==> src/rtl/regfile_wb_arbiter_if.sv <==
// Writeback bus between N_REQ requesters and the register-file write arbiter.
// Requester handshakes and the register-file write port share this one bundle.
interface regfile_wb_arbiter_if #(
  parameter int unsigned N_REQ  = 3,
  parameter int unsigned DATA_W = 64,
  parameter int unsigned ADDR_W = 2
);
  logic [N_REQ-1:0]        req_valid;
  logic [N_REQ-1:0]        req_ready;
  logic [N_REQ*ADDR_W-1:0] req_addr;
  logic [N_REQ*DATA_W-1:0] req_data;
  logic                    wr_hold;
  logic                    rf_write_enable;
  logic [ADDR_W-1:0]       rf_write_addr;
  logic [DATA_W-1:0]       rf_write_data;
  logic [2**ADDR_W-1:0]    pending_mask;

  modport master (
    output req_valid, req_addr, req_data, wr_hold,
    input  req_ready, rf_write_enable, rf_write_addr, rf_write_data, pending_mask
  );

  modport slave (
    input  req_valid, req_addr, req_data, wr_hold,
    output req_ready, rf_write_enable, rf_write_addr, rf_write_data, pending_mask
  );
endinterface

==> src/rtl/regfile_wb_arbiter.sv <==
// Round-robin arbiter sharing the single register-file write port among N_REQ
// writeback requesters, with one registered output stage and a pending-write mask.
module regfile_wb_arbiter #(
  parameter int unsigned N_REQ  = 3,
  parameter int unsigned DATA_W = 64,
  parameter int unsigned ADDR_W = 2
) (
  input  logic                 clk,
  input  logic                 rst_n,
  regfile_wb_arbiter_if.slave  bus
);
  localparam int unsigned PTR_W = (N_REQ > 1) ? $clog2(N_REQ) : 1;

  logic              out_valid_q, out_valid_d;
  logic [ADDR_W-1:0] out_addr_q,  out_addr_d;
  logic [DATA_W-1:0] out_data_q,  out_data_d;
  logic [PTR_W-1:0]  rr_ptr_q,    rr_ptr_d;

  logic [N_REQ-1:0]  grant;
  logic [PTR_W-1:0]  gnt_idx;
  logic              found;
  logic [PTR_W:0]    scan_sum;
  logic [PTR_W-1:0]  scan_idx;
  logic [ADDR_W-1:0] sel_addr;
  logic [DATA_W-1:0] sel_data;
  logic              accept_en;
  logic              accept;

  assign accept_en = ~out_valid_q | ~bus.wr_hold;

  // Scan from rr_ptr upward, wrapping modulo N_REQ; first valid wins.
  always_comb begin
    grant    = '0;
    gnt_idx  = '0;
    found    = 1'b0;
    scan_sum = '0;
    scan_idx = '0;
    for (int unsigned k = 0; k < N_REQ; k++) begin
      scan_sum = {1'b0, rr_ptr_q} + (PTR_W+1)'(k);
      if (scan_sum >= (PTR_W+1)'(N_REQ)) scan_sum = scan_sum - (PTR_W+1)'(N_REQ);
      scan_idx = scan_sum[PTR_W-1:0];
      if (!found && bus.req_valid[scan_idx]) begin
        grant[scan_idx] = 1'b1;
        gnt_idx         = scan_idx;
        found           = 1'b1;
      end
    end
  end

  always_comb begin
    sel_addr = '0;
    sel_data = '0;
    for (int unsigned k = 0; k < N_REQ; k++) begin
      if (grant[k]) begin
        sel_addr = bus.req_addr[k*ADDR_W +: ADDR_W];
        sel_data = bus.req_data[k*DATA_W +: DATA_W];
      end
    end
  end

  assign bus.req_ready = (rst_n && accept_en) ? grant : '0;
  assign accept        = |bus.req_ready;

  always_comb begin
    out_valid_d = out_valid_q;
    out_addr_d  = out_addr_q;
    out_data_d  = out_data_q;
    rr_ptr_d    = rr_ptr_q;
    if (accept) begin
      out_valid_d = 1'b1;
      out_addr_d  = sel_addr;
      out_data_d  = sel_data;
      rr_ptr_d    = (gnt_idx == PTR_W'(N_REQ-1)) ? '0 : gnt_idx + 1'b1;
    end else if (accept_en) begin
      out_valid_d = 1'b0;
    end
  end

  always_ff @(posedge clk) begin
    if (!rst_n) begin
      out_valid_q <= 1'b0;
      out_addr_q  <= '0;
      out_data_q  <= '0;
      rr_ptr_q    <= '0;
    end else begin
      out_valid_q <= out_valid_d;
      out_addr_q  <= out_addr_d;
      out_data_q  <= out_data_d;
      rr_ptr_q    <= rr_ptr_d;
    end
  end

  // Gated by rst_n so a buffered write is dropped rather than committed during reset.
  assign bus.rf_write_enable = out_valid_q & ~bus.wr_hold & rst_n;
  assign bus.rf_write_addr   = out_addr_q;
  assign bus.rf_write_data   = out_data_q;

  always_comb begin
    bus.pending_mask = '0;
    for (int unsigned k = 0; k < 2**ADDR_W; k++) begin
      bus.pending_mask[k] = out_valid_q && (out_addr_q == ADDR_W'(k));
    end
  end
endmodule
==> src/flat_wrapper.sv <==
// flat-port wrapper written by rule: the top's interface ports become plain ports
module regfile_wb_arbiter_flat 
#(
  parameter int unsigned N_REQ  = 3,
  parameter int unsigned DATA_W = 64,
  parameter int unsigned ADDR_W = 2
)
  (clk, rst_n, bus_req_valid, bus_req_addr, bus_req_data, bus_wr_hold, bus_req_ready, bus_rf_write_enable, bus_rf_write_addr, bus_rf_write_data, bus_pending_mask);
  regfile_wb_arbiter_if #(.N_REQ(N_REQ), .DATA_W(DATA_W), .ADDR_W(ADDR_W)) bus_i ();
  input  logic clk;
  input  logic rst_n;
  input wire logic [$bits(bus_i.req_valid)-1:0] bus_req_valid;
  input wire logic [$bits(bus_i.req_addr)-1:0] bus_req_addr;
  input wire logic [$bits(bus_i.req_data)-1:0] bus_req_data;
  input wire logic [$bits(bus_i.wr_hold)-1:0] bus_wr_hold;
  output wire logic [$bits(bus_i.req_ready)-1:0] bus_req_ready;
  output wire logic [$bits(bus_i.rf_write_enable)-1:0] bus_rf_write_enable;
  output wire logic [$bits(bus_i.rf_write_addr)-1:0] bus_rf_write_addr;
  output wire logic [$bits(bus_i.rf_write_data)-1:0] bus_rf_write_data;
  output wire logic [$bits(bus_i.pending_mask)-1:0] bus_pending_mask;
  assign bus_i.req_valid = bus_req_valid;
  assign bus_i.req_addr = bus_req_addr;
  assign bus_i.req_data = bus_req_data;
  assign bus_i.wr_hold = bus_wr_hold;
  assign bus_req_ready = bus_i.req_ready;
  assign bus_rf_write_enable = bus_i.rf_write_enable;
  assign bus_rf_write_addr = bus_i.rf_write_addr;
  assign bus_rf_write_data = bus_i.rf_write_data;
  assign bus_pending_mask = bus_i.pending_mask;
  regfile_wb_arbiter #(.N_REQ(N_REQ), .DATA_W(DATA_W), .ADDR_W(ADDR_W)) u_core (.clk(clk), .rst_n(rst_n), .bus(bus_i));
endmodule
==> config.mk <==
export PLATFORM = sky130hd
export DESIGN_NAME = regfile_wb_arbiter_flat
export DESIGN_NICKNAME = d
export VERILOG_FILES = /design/src/rtl/regfile_wb_arbiter_if.sv /design/src/rtl/regfile_wb_arbiter.sv /design/src/flat_wrapper.sv
export SDC_FILE = /design/constraint.sdc
export NUM_CORES = 1
export LEC_CHECK = 0
export BUFFER_PORTS_ARGS = -buffer_cell sky130_fd_sc_hd__buf_2
export CAP_MARGIN = 20
export CORE_ASPECT_RATIO = 0.5
export CORE_MARGIN = 2
export CORE_UTILIZATION = 30
export DETAILED_ROUTE_END_ITERATION = 10
export GPL_ROUTABILITY_DRIVEN = 0
export SLEW_MARGIN = 20
export SYNTH_ARGS = -nofsm -noshare
export SYNTH_HDL_FRONTEND = slang
export SYNTH_SLANG_ARGS = --single-unit
export TNS_END_PERCENT = 100
==> constraint.sdc <==
create_clock -name clk -period 5.5 [get_ports clk]
set_input_delay 0.275 -clock clk [delete_from_list [all_inputs] [get_ports clk]]
set_output_delay 0.275 -clock clk [all_outputs]
set_load 0.02 [all_outputs]
==> results of run 1 <==
## layer usage
layer | wire, um | part of all wire | up-vias | global-route usage
met5 | 0 | 0 | - | 0
met3 | 1020 | 0.059 | 34 | 0.0415
met2 | 8170 | 0.47 | 190 | 0.328
met1 | 7730 | 0.45 | 2524 | 0.264
li1 | - | - | 2614 | -
met4 | 412 | 0.024 | 0 | 0.0671
## cells by family after synthesis
kind of cell / share of synthesized area
compound gates: 0.502
buf+inv: 0.139
flops: 0.302
simple gates: 0.0345
mux: 0.0109
fa+ha+maj: 0.0109
## flip-flops by register name, summed over array words and instances (netlist names)
register                  cells
u_core.bus.rf_write_data     64
u_core.rr_ptr_q               2
u_core.out_valid_q            1
u_core.bus.rf_write_addr      2
## Yosys cell counts (2+ instances only)
master / instances
a21oi_1: 2
a31oi_1: 66
ha_1: 4
buf_2: 27
o21a_1: 3
mux2i_1: 5
and3b_1: 2
o22ai_1: 2
buf_6: 4
o2bb2ai_1: 66
dfxtp_1: 69
nor2b_1: 7
inv_1: 72
nand2b_1: 2
buf_4: 6
o32ai_1: 68
a22oi_1: 2
nor2_1: 4
clkbuf_1: 37
o31ai_2: 2
o211ai_1: 66
nand2_1: 10
## area by class of cell
cell class                 count  area (sq um)
sequential                    69          1380
clock buffer                  11           233
inverter                      72           270
fill                        1510          8460
tap                          198           248
multi-input combinational    327          2600
timing repair buffer         290          1480
clock inverter                 5          27.5
## where the power goes
part | internal (W) | switching [W] | total [W]
clock network | 0.000302 | 0.000207 | 0.000509
logic | 0.000814 | 0.00165 | 0.00247
registers | 0.000763 | 0.000149 | 0.000912
## worst max-delay path: cells and delay by family, from the launching register on
| family | cells | cell delay (ns) |
|---|---|---|
| buffers and inverters | 3 | 1.04 |
| flip-flops | 1 | 0.33 |
| AND/OR/NAND/NOR | 2 | 0.94 |
| adder cells (fa/ha/maj) | 1 | 0.52 |
| AO/OA/AOI/OAI | 3 | 0.77 |
| multiplexers | 1 | 0.18 |
## through the flow
step / cell area [sq um] / hold slack [ns] / util
floorplan: 4580 / 0.425 / -
global placement: 5980 / 0.441 / 0.407
detailed placement: 5980 / 0.441 / 0.407
CTS: 6240 / 0.227 / 0.425
global route: 6240 / 0.241 / 0.425
finish: 6240 / 0.237 / 0.425
## final timing paths
path / from / end / slack (ns)
max: u_core.rr_ptr_q[1] / u_core.bus.rf_write_data[10] / 1.62
min reg2reg: u_core.bus.rf_write_data[42] / u_core.bus.rf_write_data[42] / 0.45
max reg2reg: u_core.rr_ptr_q[1] / u_core.bus.rf_write_data[10] / 1.62
min: bus_req_data[5] / u_core.bus.rf_write_data[5] / 0.24
==> impl_metrics.tcl, run 1 <==
set metrics [dict create \
    status "completed" \
    required_ns 5.75 \
    netlist_instances 543 \
    cts_tree "done" \
    yosys_register_bits 69 \
    cts-root-buf "clkbuf_16" \
    drc 0 \
    ios 278 \
    path_cells "inv_1 -> ha_1 -> mux2i_1 -> o21ai_2 -> nor2b_4 -> buf_4 -> nor2_1 -> o31ai_4 -> buf_4 -> o2bb2ai_1" \
    grt_pass1_vias 5099 \
    finalNetCount 977 \
    power_density_nw_per_um2 623 \
    grt-ovfl-total 0 \
    post-cts-setup-buffers 0 \
    hold_buffers 0 \
    final-max-slew-violation-count 0 \
    min_delay_path_depth 3 \
    synth_edf_count 0 \
    fin_crit_ns 3.88 \
    post_cts_resized 0 \
    die_w_um 179 \
    hold_class "in2reg" \
    syn2layout_area_growth_pct 36.5 \
    finalCritPeriodShare 0.705 \
    grtUsageTotal 0.201 \
    rr_worst_depth 10 \
    critical_path_class "reg2reg" \
    arrival_ns 4.13 \
    power.total_w 0.00389 \
    initial_core_util 0.311 \
    cp_max_fo 39 \
    tns_ns 0 \
    critPathMaxStageDelay_ns 0.80 \
    finalHoldViolCount 0 \
    worst_slack_ns 1.62 \
    grt_max_degree 69 \
    via_per_inst 5.52 \
    clkSinkCount 69 \
    endpoint_kind "register" \
    startpoint_type "register" \
    finalSetupViolations 0 \
    dp_hpwl_mm 12.0 \
    yosysTopAreaCellShare 0.302 \
    drt.antenna.violating_nets 0 \
    pre_cts_ws_ns 1.65 \
    relSlewSlack 0.407 \
    rows 31 \
    grt_pass1_wl_mm 26.1 \
    drive_gt1_frac 0.408 \
    synth_cell_types 39 \
    syn_area_per_cell_sq_um 8.43 \
    numPlacedInstances 956 \
    final_common_cell "buf_2" \
    layout_common_cells "277 x buf_2, 72 x inv_1, 69 x dfxtp_1, 68 x o32ai_1" \
    fin_skew_ns 0.00333 \
    antennaDiodeCount 0 \
    synthTopCellsByArea "dfxtp_1 30%, o32ai_1 13%, o2bb2ai_1 13%" \
    synth_fp_nets 751 \
    netlist_area_sq_um 4580 \
    maxCapViolCount 0 \
    clkLatencyLatePin_ns 0.33 \
    drt_pass1_iterations 5 \
    port_buffers 277 \
    worst_slew_pin_slew_ns 0.888 \
    cts_max_level 3 \
    drt_iter0_drc 251 \
    synthArstFlopShare 0 \
    slowest_stage "nor2b_4" \
    grt_antenna_before_repair 0 \
    synth_top_area_cell "dfxtp_1" \
    routedWlPerCell_um 17.8 \
    num_vias 5362 \
    ys_seq_area_frac 0.302 \
    p_leak_nw 2.83 \
    rsz0062_at_grt "false" \
    die_area_sq_um 16300 \
    synth_warnings 0 \
    final_cells 972 \
    die_h_um 91.3 \
    cts_buffers 9 \
    core_area_sq_um 14700 \
    path_common_cell "buf_4" \
    clk_pin_slew_ns 0.06 \
    ir_drop_mv 0.357 \
    yosys_most_used_dff "dfxtp_1" \
    wl_mm 17.3 \
    max_freq_mhz 258 \
    clk_path_buf_depth 2 \
]
No activity file was read; power rests on OpenSTA's default activity.
==> run 2: changes to the inputs <==
clock period = 3.9 ns   (was 5.5 ns; I/O delays follow)
==> impl_metrics.tcl, run 2 (same netlist as run 1, synthesis figures left out) <==
set metrics [dict create \
    status "completed" \
    drive_gt1_frac 0.413 \
    clk_path_buf_depth 2 \
    drt_iter0_drc 265 \
    final_cells 977 \
    largest_reg_flops 64 \
    p_leak_nw 2.88 \
    cts_max_level 3 \
    syn2layout_area_growth_pct 38.7 \
    clkLatencyLatePin_ns 0.33 \
    drt_pass1_iterations 5 \
    grtUsageTotal 0.207 \
    layout_common_cells "277 x buf_2, 72 x inv_1, 69 x dfxtp_1, 68 x o32ai_1" \
    wl_mm 17.6 \
    dp_hpwl_mm 12.4 \
    fill_cells 1509 \
    endpoint_kind "output pin" \
    finalCritPeriodShare 0.829 \
    core_area_sq_um 14700 \
    antennaDiodeCount 0 \
    hold_buffers 0 \
    finalHoldViolCount 0 \
    num_vias 5552 \
    power_density_nw_per_um2 898 \
    final_common_cell "buf_2" \
    p_int_w 0.00282 \
    fin_crit_ns 3.23 \
    die_area_sq_um 16300 \
    grt_pass1_wl_mm 27.1 \
    die_w_um 179 \
    p_clk_frac 0.148 \
    pwr-share-seq 0.225 \
    grt-ovfl-total 0 \
    p_sw_w 0.00288 \
    comb_power_share 0.627 \
    initial_core_util 0.311 \
    drc 0 \
    numPlacedInstances 961 \
    relSlewSlack 0.478 \
    critical_path_class "reg2out" \
    port_buffers 277 \
    cts_buffers 9 \
    arrival_ns 3.04 \
    post_cts_resized 0 \
    ios 278 \
    grt_antenna_before_repair 0 \
    tns_ns 0 \
    p_sw_frac 0.505 \
    hold_class "in2reg" \
    grt_max_degree 67 \
    cts_tree "done" \
    finalNetCount 982 \
    clkSinkCount 69 \
    finalSetupViolations 0 \
    cp_max_fo 23 \
    grt_pass1_vias 5234 \
    drt.antenna.violating_nets 0 \
    routedWlPerCell_um 18.0 \
    die_h_um 91.3 \
    fin_skew_ns 0.00681 \
    post-cts-setup-buffers 0 \
    cts-root-buf "clkbuf_16" \
    ir_drop_mv 0.468 \
    clk_pin_slew_ns 0.06 \
    required_ns 3.70 \
    maxCapViolCount 0 \
    final-max-slew-violation-count 0 \
    worst_slew_pin_slew_ns 0.783 \
    via_per_inst 5.68 \
    rows 31 \
    max_freq_mhz 309 \
    startpoint_type "register" \
    rsz0062_at_grt "false" \
]
## run 2: worst paths after layout
check                               start                           end  slack (ns)  cells past startpoint
max                    u_core.rr_ptr_q[1]              bus_req_ready[0]        0.67                      9
min                      bus_req_data[19]  u_core.bus.rf_write_data[19]        0.16                      3
max reg2reg            u_core.rr_ptr_q[1]   u_core.bus.rf_write_addr[1]        0.74                     10
min reg2reg  u_core.bus.rf_write_data[58]  u_core.bus.rf_write_data[58]        0.45                      1
## run 2: area by class of cell
cell class | count | area [sq um] | area share
flip-flops and latches | 69 | 1380 | 0.218
multi-input cells | 327 | 2600 | 0.410
inverters | 72 | 270 | 0.0426
clock buffers | 13 | 270 | 0.0426
clock inverters | 3 | 42.5 | 0.00670
well taps | 198 | 248 | 0.0390
repair buffers | 295 | 1530 | 0.242
## run 2: power by group through the flow
stage          logic (W)  clock network (W)  registers [W]
5_1_grt          0.00385           0.000905        0.00133
2_1_floorplan    0.00208                  0        0.00170
3_5_place_dp     0.00356                  0        0.00128
6_report         0.00357           0.000843        0.00128
4_1_cts          0.00356           0.000872        0.00128
3_3_place_gp     0.00350                  0        0.00130
## run 2: per-layer routing
| layer | GRT usage | vias to the layer above | routed length, um | share of wire |
|---|---|---|---|---|
| met5 | 0 | - | 0 | 0 |
| li1 | - | 2633 | - | - |
| met1 | 0.276 | 2639 | 7710 | 0.44 |
| met4 | 0.0718 | 0 | 383 | 0.022 |
| met2 | 0.333 | 251 | 8300 | 0.47 |
| met3 | 0.0385 | 29 | 1200 | 0.068 |
## run 2: critical path, stage by stage, from the launching register on
cell and delay [ns]:
dfxtp_1 0.33, inv_1 0.08, ha_1 0.54, nor2b_1 0.18, a2111oi_4 0.39, a21oi_1 0.18, a21oi_4 0.31, buf_4 0.34
nor2b_1 0.18, buf_2 0.17
## run 2: through the flow
stage	worst slack (ns)	area [sq um]	hold WS [ns]	utilization	total power, W
global route	0.397	6350	0.158	0.432	0.00608
global placement	0.919	6030	0.440	0.411	0.00480
finish	0.667	6350	0.156	0.432	0.00570
CTS	0.654	6350	0.136	0.432	0.00571
detailed placement	0.760	6030	0.441	0.411	0.00484
floorplan	1.30	4580	0.345	-	0.00378
==> run 3: changes to the inputs <==
clock period = 3.1 ns   (was 3.9 ns; I/O delays follow)
==> impl_metrics.tcl, run 3 (same netlist as run 1, synthesis figures left out) <==
set metrics [dict create \
    grt_use_met3 0.0452 \
    clkLatencyLatePin_ns 0.33 \
    via_per_inst 5.67 \
    layout_common_cells "277 x buf_2, 72 x inv_1, 69 x dfxtp_1, 68 x o32ai_1" \
    grt_pass1_vias 5121 \
    worst_slack_ns 0.183 \
    grt-ovfl-total 0 \
    postLayoutCoreUtil 0.441 \
    power_density_nw_per_um2 1150 \
    rows 31 \
    min_delay_path_depth 3 \
    reg2reg_from "u_core.rr_ptr_q[0]" \
    drc 0 \
    finalNetCount 981 \
    hold_path_end "u_core.bus.rf_write_data[33]" \
    endpoint_kind "output pin" \
    die_area_sq_um 16300 \
    tns_ns 0 \
    antennaDiodeCount 0 \
    ios 278 \
    grtUsageTotal 0.204 \
    num_vias 5538 \
    die_w_um 179 \
    whs_ns 0.108 \
    hold_buffers 0 \
    rsz0062_at_grt "false" \
    grt_max_degree 68 \
    relSlewSlack 0.671 \
    seq_area_sq_um 1380 \
    fin_crit_ns 2.92 \
    ir_drop_mv 0.586 \
    drt.antenna.violating_nets 0 \
    worst_slew_pin_slew_ns 0.494 \
    wl_mm 17.5 \
    hold_class "in2reg" \
    drive_gt1_frac 0.415 \
    cts_tree "done" \
    grt_antenna_before_repair 0 \
    initial_core_util 0.311 \
    syn2layout_area_growth_pct 41.5 \
    startpoint_type "register" \
    final-max-slew-violation-count 0 \
    top_usage_layer "met2" \
    fin_skew_ns 0.00611 \
    finalCritPeriodShare 0.941 \
    power.total_w 0.00744 \
    min_from "bus_req_data[33]" \
    final_common_cell "buf_2" \
    cts_max_level 3 \
    r2r-end "u_core.bus.rf_write_data[56]" \
    cp_max_fo 40 \
    pre_cts_ws_ns 0.363 \
    drt_iter0_drc 316 \
    die_h_um 91.3 \
    critical_path_class "reg2out" \
    grt_util_met1 0.268 \
    p_leak_nw 2.93 \
    clkSinkCount 69 \
    status "completed" \
    multi_input_area_sq_um 2600 \
    drt_pass1_iterations 5 \
    cts_buffers 9 \
    largest_reg_flops 64 \
    max_freq_mhz 343 \
    clk_pin_slew_ns 0.06 \
    dp_hpwl_mm 12.2 \
    finalHoldViolCount 0 \
    maxCapViolCount 0 \
    reg2reg_setup_slack_ns 0.37 \
    grtUsageMet2 0.331 \
    port_buffers 277 \
    finalSetupViolations 0 \
    required_ns 2.94 \
    grt_pass1_wl_mm 26.5 \
    cts-root-buf "clkbuf_16" \
    fill_cells 1535 \
    rr_worst_depth 9 \
    core_area_sq_um 14700 \
    arrival_ns 2.76 \
    clk_path_buf_depth 2 \
    routedWlPerCell_um 17.9 \
]
run 3: worst max path at each step:
stage,start,endpoint,slack [ns]
floorplan,u_core.rr_ptr_q[0],bus_req_ready[0],0.54
global placement,u_core.rr_ptr_q[0],u_core.bus.rf_write_data[24],0.44
detailed placement,u_core.rr_ptr_q[1],u_core.bus.rf_write_data[6],0.36
CTS,u_core.rr_ptr_q[1],bus_req_ready[0],0.05
global route,u_core.rr_ptr_q[0],bus_req_ready[0],0.005
finish,u_core.rr_ptr_q[0],bus_req_ready[0],0.18
run 3: critical path: stages (launching register included):
cell and delay (ns):
dfxtp_1 0.38, inv_1 0.08, ha_1 0.45, a2111oi_4 0.46, a21oi_1 0.18, a21oi_4 0.31
buf_12 0.25, nor2b_1 0.14, buf_2 0.17
run 3: cell type report:
type | count | area share
clock buffer | 11 | 0.0390
clock inverter | 5 | 0.0164
inverter | 72 | 0.0417
multi-input combinational | 327 | 0.402
sequential | 69 | 0.213
tap | 198 | 0.0383
timing repair buffer | 294 | 0.249
run 3: power breakdown:
group	switching [W]	total, W	internal [W]
combinational	0.00300	0.00461	0.00162
clock	0.000391	0.00122	0.000831
sequential	0.000256	0.00161	0.00135
run 3: metal layers:
layer | vias to the layer above | wire length [um]
li1 | 2629 | -
met1 | 2661 | 7580
met2 | 222 | 8380
met3 | 26 | 1230
met4 | 0 | 314
met5 | - | 0
run 3: metrics by stage:
stage,instances,area (sq um)
detailed placement,960,6110
global route,976,6480
finish,976,6480
global placement,960,6110
CTS,976,6470
floorplan,543,4580
run 3: what timing repair did:
action,in CTS,in global routing
setup buffers,0,0
gates resized for setup,0,1
endpoints found under the setup margin,0,1
